### src/rtl/fetch_pkg.sv
// Shared constants for the instruction fetch unit: FSM encoding, widths and PC offsets.
package fetch_pkg;

  localparam int INSTR_W = 32;

  localparam logic [31:0] RESET_PC_DEFAULT = 32'h0000_0000;

  localparam int unsigned PC_STEP     = 4;
  localparam int unsigned PC_READ_OFS = 8;

  localparam logic [1:0] S_IDLE = 2'd0;
  localparam logic [1:0] S_REQ  = 2'd1;
  localparam logic [1:0] S_HOLD = 2'd2;

endpackage

### src/rtl/fetch_pc_next.sv
// Next-PC selection (sequential or redirect, word aligned) and the ARM read-PC (pc + 8).
module fetch_pc_next
  import fetch_pkg::*;
#(
  parameter int ADDR_W = 32
) (
  input  logic [ADDR_W-1:0] pc,
  input  logic              pcsrc,
  input  logic [ADDR_W-1:0] branch_target,
  output logic [ADDR_W-1:0] pc_next,
  output logic [ADDR_W-1:0] pc_plus8
);

  logic [ADDR_W-1:0] target_aligned;

  // Low target bits are silently cleared; a misaligned redirect is never faulted.
  assign target_aligned = branch_target & ~ADDR_W'(3);

  assign pc_next  = pcsrc ? target_aligned : pc + ADDR_W'(PC_STEP);
  assign pc_plus8 = pc + ADDR_W'(PC_READ_OFS);

endmodule

### src/rtl/instr_fetch.sv
// Instruction fetch: req/ack reads from instruction memory, valid/ready presentation
// to the consumer, and PC redirect on accepted branches.
module instr_fetch
  import fetch_pkg::*;
#(
  parameter int                ADDR_W   = 32,
  parameter logic [ADDR_W-1:0] RESET_PC = ADDR_W'(RESET_PC_DEFAULT)
) (
  input  logic               clk,
  input  logic               reset,
  output logic               imem_req,
  output logic [ADDR_W-1:0]  imem_addr,
  input  logic               imem_ack,
  input  logic [INSTR_W-1:0] imem_rdata,
  output logic               instr_valid,
  output logic [INSTR_W-1:0] instr,
  input  logic               instr_ready,
  output logic [ADDR_W-1:0]  pc,
  output logic [ADDR_W-1:0]  pc_plus8,
  input  logic               pcsrc,
  input  logic [ADDR_W-1:0]  branch_target,
  output logic [31:0]        fetch_count
);

  logic [1:0]        state;
  logic [ADDR_W-1:0] fetch_pc;
  logic [ADDR_W-1:0] fetch_pc_next_w;
  logic [ADDR_W-1:0] fetch_pc_plus8_w;

  // While in S_HOLD the fetch PC still equals the presented pc, so one adder pair
  // serves both the ack-time pc_plus8 capture and the ready-time next-PC update.
  fetch_pc_next #(
    .ADDR_W (ADDR_W)
  ) u_pc_next (
    .pc            (fetch_pc),
    .pcsrc         (pcsrc),
    .branch_target (branch_target),
    .pc_next       (fetch_pc_next_w),
    .pc_plus8      (fetch_pc_plus8_w)
  );

  // NOTE: all state here updates with non-blocking assignments so every register
  // samples pre-edge values; blocking assignments would create order-dependent races.
  always_ff @(posedge clk or posedge reset) begin
    if (reset) begin
      state       <= S_IDLE;
      fetch_pc    <= RESET_PC;
      imem_req    <= 1'b0;
      imem_addr   <= RESET_PC;
      instr_valid <= 1'b0;
      instr       <= '0;
      pc          <= RESET_PC;
      pc_plus8    <= RESET_PC + ADDR_W'(PC_READ_OFS);
      fetch_count <= '0;
    end else begin
      case (state)
        S_IDLE: begin
          state     <= S_REQ;
          imem_req  <= 1'b1;
          imem_addr <= fetch_pc;
        end
        S_REQ: begin
          if (imem_ack) begin
            state       <= S_HOLD;
            imem_req    <= 1'b0;
            instr       <= imem_rdata;
            pc          <= fetch_pc;
            pc_plus8    <= fetch_pc_plus8_w;
            instr_valid <= 1'b1;
          end
        end
        S_HOLD: begin
          if (instr_ready) begin
            state       <= S_REQ;
            fetch_pc    <= fetch_pc_next_w;
            imem_req    <= 1'b1;
            imem_addr   <= fetch_pc_next_w;
            instr_valid <= 1'b0;
            fetch_count <= fetch_count + 32'd1;
          end
        end
        // Unused encoding: recover by restarting the fetch handshake.
        default: begin
          state       <= S_IDLE;
          imem_req    <= 1'b0;
          instr_valid <= 1'b0;
        end
      endcase
    end
  end

endmodule

### config.mk
export PLATFORM = sky130hd
export DESIGN_NAME = instr_fetch
export DESIGN_NICKNAME = d
export VERILOG_FILES = /design/src/rtl/fetch_pkg.sv /design/src/rtl/fetch_pc_next.sv /design/src/rtl/instr_fetch.sv
export SDC_FILE = /design/constraint.sdc
export NUM_CORES = 1
export LEC_CHECK = 0
export BUFFER_PORTS_ARGS = -buffer_cell sky130_fd_sc_hd__buf_2
export CAP_MARGIN = 20
export CORE_ASPECT_RATIO = 0.8
export CORE_MARGIN = 8
export CORE_UTILIZATION = 49
export DETAILED_ROUTE_END_ITERATION = 10
export GPL_TIMING_DRIVEN = 0
export PLACE_DENSITY = 0.75
export SLEW_MARGIN = 25
export SYNTH_ARGS = -nofsm -noshare
export SYNTH_HDL_FRONTEND = slang
export SYNTH_SLANG_ARGS = --single-unit
export TNS_END_PERCENT = 100
### constraint.sdc
create_clock -name clk -period 7.6 [get_ports clk]
set_clock_uncertainty 0.1 [all_clocks]
set_input_delay 2.28 -clock clk [delete_from_list [all_inputs] [get_ports clk]]
set_output_delay 2.28 -clock clk [all_outputs]
set_load 0.1 [all_outputs]
==> key figures <==
Placement
  – Routability congestion estimate from global placement: 0.949
  – Count of buffers from port buffering: 228
  – Final HPWL DP: 23,600 um

Synth
  – Portion of synthesized cell area occupied by the leading cell type: 51.1%
  – Count of different cell masters after synthesis: 58
  – Leading cell types by total area after synthesis: sky130_fd_sc_hd__dfrtp_1 (51%), sky130_fd_sc_hd__nand2_1 (12%), sky130_fd_sc_hd__xnor2_1 (4.0%), sky130_fd_sc_hd__xor2_1 (2.8%), sky130_fd_sc_hd__o21ai_0 (2.5%)
  – Post-synthesis average cell area: 8.97 um2
  – Number of enable flip-flop cells after synthesis: 0
  – Synthesized netlist net count: 1,116
  – Post-synthesis sequential element count: 192
  – Post-Synthesis Cells: 1,044
  – Biggest area consumer among synthesized cells: sky130_fd_sc_hd__dfrtp_1
  – Share of synthesized area occupied by flip-flops and latches: 51.3%
  – Ys flop type: sky130_fd_sc_hd__dfrtp_1
  – Yosys warnings: 0
  – Syn Std Cell Area: 9360 um2
  – Async set-or-reset flop fraction in the synthesized netlist: 100%

Setup path
  – Worst path required time: 7.78 ns
  – Cell repeated most along the worst path: sky130_fd_sc_hd__clkbuf_1
  – Setup crit end kind: flip-flop
  – WP data arrival: 4.30 ns
  – Crit Path Max Fanout: 10
  – Count of cells along the worst register-to-register path: 7
  – Worst Setup Path Type: in -> reg
  – Cell Chain, Critical Path: buf_2 -> and3b_1 -> clkbuf_1 -> clkbuf_1 -> clkbuf_1 -> o21ai_0 -> o2bb2ai_1
  – Slowest cell on the critical path: sky130_fd_sc_hd__clkbuf_1
  – Slowest Stage Delay on Critical Path: 0.58 ns
  – Kind of start point of the critical path: primary input

Final layout
  – Antenna Cells: 0
  – Fillers: 1,653
  – Area taken by flip-flops and latches: 4810 um2
  – Util after Layout: 61.4%
  – Nets: 1,370
  – Proportion of layout cells with a drive suffix above 1: 22.7%
  – Area occupied by multi-input gates: 4170 um2
  – Growth of design area from synthesis to finish: 23.6%

CTS
  – Worst skew pair latency: 0.44 ns
  – CTS tree: yes
  – CTS H-Tree Depth: 4
  – Root Buffer: sky130_fd_sc_hd__clkbuf_16
  – Count of cells resized by post-cts repair: 0
  – CTS sink count: 192
  – Quantity of hold-fixing buffers added after cts: 0
  – Inserted Clock Buffers: 17
  – Number of setup buffers added after CTS: 0
  – Clock-pin transition on the worst setup and hold timing paths: 0.07 ns
  – CTS max path bufs: 2

Die
  – Height of the die: 140 um
  – Die Span X: 171 um
  – I/O pin total: 231
  – Standard-cell rows: 45
  – Die area: 23,800 um2
  – Initial cell density of the core: 49.6%
  – Floorplan core area: 18,900 um2

Route
  – First-pass iteration count of the detailed router: 6
  – Final antenna-violating net count: 0
  – Initial DRC Count: 1,043
  – Overall routed net length: 31,500 um
  – Detailed-route DRC error count: 0
  – Average wire per cell in the routed design: 20.0 um
  – Via count: 8,990
  – Number of vias per cell: 5.73

Global routing
  – Global-route wire length before repair: 48,400 um
  – Pin count of the biggest net entering global routing: 34
  – GRT Util Overall: 26.1%
  – Number of antenna violations at the first check in global routing: 0
  – Leftover overflow at the end of global routing: 0
  – Vias in the first global route: 8,435

STA
  – Post-route clock period utilization: 54.1%
  – Total count of max-transition violations in the final report: 0
  – Setup violators final: 0
  – RSZ-0062 raised after global routing: no
  – Final Hold Fails: 0
  – Maximum clock rate: 243 MHz
  – Setup TNS: 0 ns
  – Min Clock Period, post-route: 4.11 ns
  – Worst Tran Pin Value: 0.921 ns
  – Slew Limit Headroom: 38.2%

Min path
  – Hold WC Path Type: reg -> reg
  – Worst hold path cell count: 2

Flow run
  – Number of max-capacitance violations reported: 0

Outcome
  – Outcome: completed
## worst paths after layout
| kind | from | to | slack [ns] |
|---|---|---|---|
| max in group asynchronous | reset | fetch_count[1]$_DFFE_PP0P_ | 4.64 |
| worst min register to register | instr[0]$_DFFE_PP0P_ | instr[0]$_DFFE_PP0P_ | 0.37 |
| worst max register to register | fetch_pc[3]$_DFFE_PP0P_ | fetch_pc[29]$_DFFE_PP0P_ | 4.35 |
| worst min-delay path | instr[0]$_DFFE_PP0P_ | instr[0]$_DFFE_PP0P_ | 0.37 |
| min in group asynchronous | reset | instr[30]$_DFFE_PP0P_ | 1.82 |
| worst max-delay path | instr_ready | fetch_pc[12]$_DFFE_PP0P_ | 3.49 |
## placed cells by master (no fill, tap or decap), drive strengths merged, types with 8 or more instances in the layout
cell / instances
nand2: 295
buf: 256
dfrtp: 191
clkbuf: 76
o21ai: 48
nand3: 46
nor2: 45
xnor2: 43
a21oi: 37
xor2: 30
nand4: 27
nor3: 22
o22ai: 18
and3: 16
inv: 15
nor4: 13
and4: 9
a22oi: 9
and2: 8
o211ai: 8
## cell families after synthesis
| logic type | count (synthesis) | share of synthesized area, % |
|---|---|---|
| simple gates | 502 | 24.4 |
| mux | 7 | 0.789 |
| flops | 192 | 51.3 |
| buf+inv | 90 | 4.08 |
| fa+ha+maj | 3 | 0.401 |
| xor+xnor | 73 | 6.83 |
| compound gates | 177 | 12.1 |
## registers in the layout (all words and copies together) (netlist names)
| signal | cells |
|---|---|
| fetch_count | 32 |
| fetch_pc | 32 |
| imem_addr | 32 |
| instr | 32 |
| instr_valid | 1 |
| pc | 32 |
| pc_plus8 | 29 |
| state | 2 |
## layer usage
layer / up-vias / GRT usage, % / wire, um
met3: 59 / 7.60 / 3930
met2: 554 / 37.9 / 13600
met4: 0 / 6.73 / 591
met5: - / 0 / 0
met1: 4284 / 37.3 / 13400
li1: 4093 / - / -
## cells in the mapped netlist (all sizes together), types with 2 or more instances
master	number
a211oi	6
a21o	5
a21oi	37
a221oi	2
a22o	5
a22oi	9
a2bb2oi	6
a31o	2
a31oi	4
a32oi	3
a41oi	3
and2	8
and3	16
and3b	3
and4	9
buf	21
clkbuf	58
dfrtp	191
ha	3
inv	11
mux2	3
mux2i	4
nand2	295
nand2b	3
nand3	46
nand3b	3
nand4	27
nor2	45
nor2b	6
nor3	22
nor4	13
o211ai	8
o21a	6
o21ai	48
o22a	4
o22ai	18
o2bb2ai	3
o311ai	3
o31ai	2
or3	3
xnor2	43
xor2	30
## critical path: cells and delay by family
family	cells	cell delay [ns]
compound gates	2	0.38
simple gates	1	0.15
buf+inv	4	1.48
## layout make-up
cell class | count | share of cell area [%]
tap | 258 | 2.79
buffer | 79 | 2.94
clock inverter | 14 | 1.31
sequential | 192 | 41.5
inverter | 11 | 0.389
timing repair buffer | 235 | 11.2
clock buffer | 18 | 3.79
multi-input combinational | 762 | 36.1
## per-stage QoR
stage	std cells	hold slack (ns)	area, um2	setup WS, ns
after floorplan	1044	0.353	9360	2.74
after CTS	1569	0.374	11600	3.60
after detailed placement	1537	0.358	11000	3.17
after global routing	1569	0.388	11600	3.47
final	1569	0.369	11600	3.49
after global placement	1530	0.352	10800	1.50
Power is left out: the tool's default activity adds up to more than one toggle a clock period on the data nets, which glitch-free logic cannot reach.
